`src/rtl/sram_arbiter.sv`:
```
// sram_arbiter: two-requester round-robin front end for a single-port
// synchronous SRAM macro. Grants wait for a synchronised PLL lock, each
// transaction strobes the macro for exactly one cycle, and reads return a
// one-cycle response pulse on the requester that issued them.

// Per-requester response register: captures read data and emits the pulse.
module sram_arbiter_rsp_lane #(
   parameter int DATA_W = 16
) (
   input  logic              clock,
   input  logic              reset_n,
   input  logic              fire,
   input  logic [DATA_W-1:0] rd_data,
   output logic              rsp_valid,
   output logic [DATA_W-1:0] rsp_rdata
);
   // Pulse one cycle after capture; data holds until the next capture.
   always_ff @(posedge clock or negedge reset_n) begin
      if (!reset_n) begin
         rsp_valid <= 1'b0;
         rsp_rdata <= '0;
      end else begin
         rsp_valid <= fire;
         if (fire) rsp_rdata <= rd_data;
      end
   end
endmodule

module sram_arbiter #(
   parameter int ADDR_W       = 10,
   parameter int DATA_W       = 16,
   parameter int READ_LATENCY = 1
) (
   input  logic              clock,
   input  logic              reset_n,
   input  logic              pll_lock,
   input  logic              req0_valid,
   input  logic              req0_write,
   input  logic [ADDR_W-1:0] req0_addr,
   input  logic [DATA_W-1:0] req0_wdata,
   output logic              req0_ready,
   input  logic              req1_valid,
   input  logic              req1_write,
   input  logic [ADDR_W-1:0] req1_addr,
   input  logic [DATA_W-1:0] req1_wdata,
   output logic              req1_ready,
   output logic              rsp0_valid,
   output logic [DATA_W-1:0] rsp0_rdata,
   output logic              rsp1_valid,
   output logic [DATA_W-1:0] rsp1_rdata,
   output logic              mem_chip_en,
   output logic              mem_wr_en,
   output logic              mem_rd_en,
   output logic [ADDR_W-1:0] mem_addr,
   output logic [DATA_W-1:0] mem_wr_data,
   input  logic [DATA_W-1:0] mem_rd_data,
   output logic              busy
);
   localparam int NUM_REQ = 2;
   localparam logic [2:0] CNT_INIT = 3'(READ_LATENCY - 1);

   typedef enum logic [1:0] {ST_IDLE, ST_ISSUE, ST_WAIT} state_t;

   state_t state, state_nxt;

   logic lock_s1, lock_q;
   logic last_grant, winner, gnt_q, wr_q, accept, rsp_fire;
   logic [2:0] cnt;

   logic [NUM_REQ-1:0]             req_valid, req_write, ready, rsp_valid;
   logic [NUM_REQ-1:0][ADDR_W-1:0] req_addr;
   logic [NUM_REQ-1:0][DATA_W-1:0] req_wdata, rsp_rdata;

   assign req_valid = {req1_valid, req0_valid};
   assign req_write = {req1_write, req0_write};
   assign req_addr  = {req1_addr,  req0_addr};
   assign req_wdata = {req1_wdata, req0_wdata};

   assign req0_ready = ready[0];
   assign req1_ready = ready[1];
   assign rsp0_valid = rsp_valid[0];
   assign rsp1_valid = rsp_valid[1];
   assign rsp0_rdata = rsp_rdata[0];
   assign rsp1_rdata = rsp_rdata[1];

   assign busy     = (state != ST_IDLE);
   assign accept   = |ready;
   assign rsp_fire = (state == ST_WAIT) && (cnt == 3'd0);

   // Two-flop synchroniser for the asynchronous PLL lock.
   always_ff @(posedge clock or negedge reset_n) begin
      if (!reset_n) begin
         lock_s1 <= 1'b0;
         lock_q  <= 1'b0;
      end else begin
         lock_s1 <= pll_lock;
         lock_q  <= lock_s1;
      end
   end

   // Round-robin pick: a lone requester wins; on a tie, the one not granted last.
   always_comb begin
      if (req_valid == 2'b11) winner = ~last_grant;
      else                    winner = req_valid[1];
   end

   // State register.
   always_ff @(posedge clock or negedge reset_n) begin
      if (!reset_n) state <= ST_IDLE;
      else          state <= state_nxt;
   end

   // Next state, grants and SRAM strobes; strobes exist only in ISSUE.
   always_comb begin
      state_nxt   = state;
      ready       = '0;
      mem_chip_en = 1'b0;
      mem_wr_en   = 1'b0;
      mem_rd_en   = 1'b0;
      case (state)
         ST_IDLE: begin
            if (lock_q && (|req_valid)) begin
               ready[winner] = 1'b1;
               state_nxt     = ST_ISSUE;
            end
         end
         ST_ISSUE: begin
            mem_chip_en = 1'b1;
            mem_wr_en   = wr_q;
            mem_rd_en   = !wr_q;
            state_nxt   = wr_q ? ST_IDLE : ST_WAIT;
         end
         ST_WAIT: begin
            if (cnt == 3'd0) state_nxt = ST_IDLE;
         end
         default: state_nxt = ST_IDLE;
      endcase
   end

   // Capture the winner's request; mem_addr/mem_wr_data double as the
   // payload registers so they hold the last issued values afterwards.
   always_ff @(posedge clock or negedge reset_n) begin
      if (!reset_n) begin
         last_grant  <= 1'b1;
         gnt_q       <= 1'b0;
         wr_q        <= 1'b0;
         mem_addr    <= '0;
         mem_wr_data <= '0;
      end else if (accept) begin
         last_grant  <= winner;
         gnt_q       <= winner;
         wr_q        <= req_write[winner];
         mem_addr    <= req_addr[winner];
         mem_wr_data <= req_wdata[winner];
      end
   end

   // Read latency counter: loaded leaving ISSUE, counts down through WAIT.
   always_ff @(posedge clock or negedge reset_n) begin
      if (!reset_n)                               cnt <= '0;
      else if (state == ST_ISSUE)                 cnt <= CNT_INIT;
      else if (state == ST_WAIT && cnt != 3'd0)   cnt <= cnt - 3'd1;
   end

   for (genvar g = 0; g < NUM_REQ; g++) begin : g_rsp
      sram_arbiter_rsp_lane #(.DATA_W(DATA_W)) u_lane (
         .clock     (clock),
         .reset_n   (reset_n),
         .fire      (rsp_fire && (gnt_q == 1'(g))),
         .rd_data   (mem_rd_data),
         .rsp_valid (rsp_valid[g]),
         .rsp_rdata (rsp_rdata[g])
      );
   end
endmodule

```
`config.mk`:
```
export PLATFORM = sky130hd
export DESIGN_NAME = sram_arbiter
export DESIGN_NICKNAME = d
export VERILOG_FILES = /design/src/rtl/sram_arbiter.sv
export SDC_FILE = /design/constraint.sdc
export NUM_CORES = 1
export LEC_CHECK = 0
export ABC_CLOCK_PERIOD_IN_PS = 5200
export BUFFER_PORTS_ARGS = -buffer_cell sky130_fd_sc_hd__buf_2
export CAP_MARGIN = 20
export CORE_ASPECT_RATIO = 2
export CORE_MARGIN = 3
export CORE_UTILIZATION = 50
export CTS_CLUSTER_SIZE = 14
export DETAILED_ROUTE_END_ITERATION = 16
export PLACE_DENSITY_LB_ADDON = 0.05
export SETUP_SLACK_MARGIN = 0.02
export SYNTH_ARGS = -nofsm -noshare
export SYNTH_HDL_FRONTEND = slang
export SYNTH_SLANG_ARGS = --single-unit
```
`constraint.sdc`:
```
create_clock -name clock -period 5.2 [get_ports clock]
set_input_delay 0.78 -clock clock [delete_from_list [all_inputs] [get_ports clock]]
set_output_delay 0.78 -clock clock [all_outputs]
set_load 0.005 [all_outputs]
```
## Word level (Yosys, flattened, before mapping)

Cells that the tools add are included.

- Word-level logic and storage cells: 58
- RAM bits: 0
- Input port bits: 75
- Output and inout port bits: 66
- ROM bits: 0
- Flip-flop bits (word level): 70
- Memories: 0
- Latch bits: 0

- Add/sub/neg operators: 1
- Magnitude comparators: 2
- Muxes and demuxes: 20
- Multipliers: 0
- Eq/ne operators: 5
- Bitwise gates (word level): 2
- Div/mod/pow operators: 0
- Shift operators: 0
- Reductions and logical operators: 15

Operators with widths:

| kind | count |
|---|---|
| 16-bit 2-to-1 mux | 2 |
| 10-bit 2-to-1 mux | 2 |
| 2-bit 2-to-1 mux | 5 |
| 1-bit 2-to-1 mux | 7 |
| 1-bit logical AND | 6 |
| 3-bit 2-to-1 mux | 2 |
| 2-bit case mux with 3 select lines | 1 |
| 2-bit equality test, second input constant | 2 |
| 2-bit nonzero test | 2 |
| 2-bit OR reduction | 2 |
| 3-bit zero test | 1 |
| 3-bit nonzero test | 1 |
| 3-bit by 1-bit subtractor with 3-bit output, second input constant | 1 |
| 2-bit by 1-bit equality test with 1-bit output, second input constant | 1 |
| 2-bit zero test | 1 |
| 1-bit by 2-bit < comparator with 1-bit output, second input constant | 1 |
| 2-bit by 1-bit inequality test with 1-bit output, second input constant | 1 |
| 2-bit inequality test, second input constant | 1 |
| 1-bit inverter | 2 |
| 2-bit AND reduction | 1 |
| 1-bit demux with 1-bit select | 1 |
| 1-bit greater-or-equal comparator, second input constant | 1 |
| 1-bit zero test | 1 |

## Depth between registers and ports, before layout

- Depth after elaboration: 9
- Depth in mapped cells: 6
- Depth with buffers taken out: 5

## By module

From an unflattened synthesis, not the netlist that was laid out.

- Cells, all modules: 245
- Area total of the unflattened synthesis: 3225.6 µm²

Modules (own cells, without submodules):

| module | cells each | instances | area each (µm²) |
|---|---|---|---|
| sram_arbiter | 175 | 1 | 1876.8 |
| sram_arbiter_rsp_lane | 35 | 2 | 674.4 |

## Worst setup path after synthesis

Ideal clock, no wire load.

- Kind: input-to-output
- From: input req1_valid
- To: output req0_ready
- Path buffers: 2
- Path slack: 2860 ps
- Data required time: 4420 ps
- Arrival time: 1560 ps
- Stages: 5
- Path through: nor2b_1 -> buf_2 -> buf_1 -> nand3b_1 -> inv_1

- Longest elaborated chain between the ends: 8
- Elaborated cells between the ends (all ways): 11

RTL lines:

| what | RTL line | text |
|---|---|---|
| start: declaration | 42 | `input logic req1_valid,` |
| 2-bit equality test | 103 | `if (req_valid == 2'b11) winner = ~last_grant;` |
| 1-bit 2-to-1 mux | 103 |  |
| 1-bit by 2-bit < comparator with 1-bit output (not written as such) or 1-bit greater-or-equal comparator (tied branches) | 123 | `ready[winner] = 1'b1;` |
| 1-bit logical AND (not written as such) | 123 |  |
| 1-bit 2-to-1 mux (not written as such) | 123 |  |
| 1-bit demux with 1-bit select | 123 |  |
| 2-bit 2-to-1 mux * | 122 | `if (lock_q && (\|req_valid)) begin` |
| 2-bit 2-to-1 mux * | 120 | `case (state)` |
| end: declaration | 41 | `output logic req0_ready,` |

Every way passes the cells marked *; elsewhere a longest branch is shown, timed or not.

## Worst setup path in the final report

- From: register state[0]
- To: output req1_ready

- Longest elaborated chain between the ends: 2

RTL lines:

| what | RTL line | text |
|---|---|---|
| start: declaration | 64 | `state_t state, state_nxt;` |
| start signal: assignment | 110 | `else state <= state_nxt;` |
| 2-bit zero test | 120 |  |
| 2-bit 2-to-1 mux | 120 |  |
| end: declaration | 46 | `output logic req1_ready,` |

No other way between the ends.

==> reports/results.txt <==
The flow ran to the end, and the final reports show no timing, DRC or antenna violations. Global routing finished with a remaining overflow of 0. The worst path in the final design needs a cycle of 3090 ps, including I/O delays and setup.

At the worst endpoint, the required time is 4420 ps. The number of antenna violations at the first check in global routing was 0. The total clock sinks was 70; the detailed-route vias per instance was 5.46. For the max-slew violation count, the log shows 0. The post-route netlist has 51.6% of its cells at a drive strength greater than 1. Counting flops with a built-in enable in the synthesized netlist gives 0. The tools report the end of the worst register-to-register path as mem_addr[9].

The floorplan step set the die width to 61.2 um. TritonCTS built the clock tree. 0 antenna diodes ended up in the layout. Leaving out fill and tap cells, the most frequent cells in the layout are 140 x buf_2, 69 x dfrtp_1, 33 x nand2_1, 27 x nor3_1, 27 x a221o_1. In the post-route analysis, the smallest setup slack over all paths is 2110 ps. STA classifies the critical path endpoint as an output port.

The largest stage delay on the critical path is 870 ps. After detailed routing, the number of remaining DRC violations is 0. After synthesis, the share of flip-flops with an asynchronous set or reset is 100%. The average wire per cell in the routed design came out at 15.9 um. The most common library cell in the layout ignoring fill and taps was buf_2.

The pre-antenna-repair detailed-routing pass consisted of 4 iterations. Entering global routing, the biggest net connects 59 pins. STA classifies the critical path startpoint as a register. Clock-pin slew was measured on the worst setup and hold paths at 50 ps.

After the first detailed-routing iteration, the DRC count stood at 74. The count of cells resized by post-cts repair was 0. In the final design database the tool counted 455 nets.

The tools report the summed instance area of the synthesized netlist as 3040 um^2. The signal on the critical path passes through nor3b_2, and3_1, buf_2. The total of flip-flops plus latches after synthesis is 70, and the number of cells produced by synthesis is 242.

The maximum net fanout on the critical path is 28. The first-pass GRT wire length is 10700 um. Global routing used 20.6% of the available tracks.

Compared with the post-synthesis result, the final layout area differs by 31.0%. The logs give 323 MHz for the highest attainable clock frequency and 264 uV for the peak supply drop. The length in cells of the worst reg-to-reg path works out to 3. Once detail routing completed, the nets flagged for antenna violations numbered 0. Hold repair after CTS inserted 0 buffers. After synthesis, the mean cell area works out to 12.6 um^2. The HPWL after detailed placement is 5140 um.

When the netlist entered floorplanning its net count stood at 319. The clock network latency to the later pin of the worst-skew pair is 320 ps. The run gives 3 as the maximum level of the CTS H-tree. In this run the register-to-register setup slack is 3090 ps. In this run the static leakage power is 2.03 nW. The number of cell rows was 39.

For this run, the leading register cell type out of synthesis is dfrtp_1. For this design the ratio of total power to cell area is 494 nW/um^2. Setup violations remaining at the end of the flow were counted as 0. By startpoint and endpoint, the worst setup path is classified as reg -> out. The floorplan step defined a die boundary enclosing 7120 um^2. The cell at the root of the clock tree was clkbuf_16. The number of global-route vias before repair is 2393. The logs give 0 for the max-cap violation count and 5810 um^2 for the core footprint. The worst hold path belongs to the class in -> async. The pre-CTS setup slack is 2190 ps, and the unique cell type count in the Yosys netlist is 34. The die height was 116 um; the data arrival time of the worst path was 2310 ps. For the final hold violation count, the log shows 0.

The slowest cell on the critical path is and3_1. Headroom to the max-slew limit came out at 30.8%. Summing over every cut layer, the via total after detailed routing is 2406. Setup repair after global routing left no endpoint under its margin. The Yosys step of the flow raised 0 warnings. Port buffer count: 140.

The worst path uses 59.5% of the clock period. The run gives 2 as the buffer levels on the longest clock path. The run gives 0 ps as the total negative slack. Of the synthesized area, sequential elements account for 57.6%. For this configuration, the core starts out at a cell density of 52.4%.

141 I/O pins were placed. The tools report the buffers inserted during post-CTS setup optimization as 0. The placer congestion estimate is 0.735. For the pin with the worst max-slew slack, the measured transition is 1030 ps.

In this run the critical register-to-register path is launched from state[0]. Summed over all layers, the routed wires come to 7010 um. The setup clock skew after layout was 2.65 ps. In this run, CTS created clock tree buffers numbering 9.
==> through the flow <==
stage	hold slack (ps)	std cells	util (%)	power, mW	cell area (um^2)
after floorplan	331	242	-	1.19	3040
after global placement	342	427	64.2	1.46	3730
after detailed placement	349	427	64.2	1.48	3730
after CTS	331	440	68.4	2.00	3970
after global routing	339	441	68.7	2.10	3990
final	337	441	68.7	1.97	3990
==> final cells by class <==
cell class / instances / area [um^2]
timing repair buffer: 143 / 731
multi-input combinational: 147 / 1150
clock inverter: 3 / 15.0
sequential: 70 / 1750
fill: 460 / 1820
tap: 61 / 76.3
clock buffer: 10 / 229
inverter: 7 / 28.8
==> report_power, final <==
group / total, mW / leakage, nW / switching, mW / internal, mW
registers: 0.874 / 0.856 / 0.118 / 0.756
logic: 0.592 / 1.05 / 0.238 / 0.353
clock network: 0.505 / 0.124 / 0.194 / 0.311
total: 1.97 / 2.03 / 0.550 / 1.42
==> critical path, delay by kind of cell, from the launching register on <==
family | cells | cell delay (ps)
AND/OR/NAND/NOR | 2 | 1190
buffers and inverters | 1 | 250
flip-flops | 1 | 540
==> per-layer routing <==
metal  track usage, %  wire length, um  vias up
met3             6.19              517       11
met5                0                0        -
met1             22.3             2610     1135
li1                 -                -     1151
met4             9.55              140        0
met2             35.3             3740      109
==> cells by family after synthesis <==
family,synth area share (%)
and+or+nand+nor,12.7
muxes,12.9
buffers and inverters,4.56
adders and majority gates,0.822
AOI/OAI and AO/OA,11.3
DFF,57.6
==> flip-flops by register name, indices dropped and copies added (netlist names) <==
signal / count
g_rsp.u_lane.rsp_rdata: 32
mem_wr_data: 16
state: 2
lock_s1: 1
lock_q: 1
mem_addr: 10
g_rsp.u_lane.rsp_valid: 2
gnt_q: 1
last_grant: 1
wr_q: 1
cnt: 3
==> synthesized netlist by cell type, types with 2 or more instances <==
cell / number / area share [%]
a21oi_1: 2 / 0.33
a221o_1: 27 / 8.9
a22o_1: 2 / 0.58
buf_1: 2 / 0.25
buf_2: 7 / 1.2
buf_6: 3 / 1.1
clkbuf_1: 5 / 0.62
dfrtp_1: 69 / 57
ha_1: 2 / 0.82
inv_1: 6 / 0.74
mux2_2: 23 / 8.5
mux2_4: 9 / 4.4
nand2_1: 33 / 4.1
nand3b_1: 2 / 0.49
nor2b_1: 2 / 0.41
nor3_1: 27 / 4.4
o21a_1: 2 / 0.49
o21ai_0: 2 / 0.33
or2_2: 2 / 0.41
==> how the worst max path moves through the flow <==
| stage | from | end | depth (start not counted) |
|---|---|---|---|
| after floorplan | req1_valid | req0_ready | 5 |
| after global placement | req0_valid | req1_ready | 4 |
| after detailed placement | req0_valid | req1_ready | 4 |
| after CTS | state[0] | req1_ready | 3 |
| after global routing | state[0] | req1_ready | 3 |
| final | state[0] | req1_ready | 3 |
Note: power is estimated with default switching activity, not from simulation.
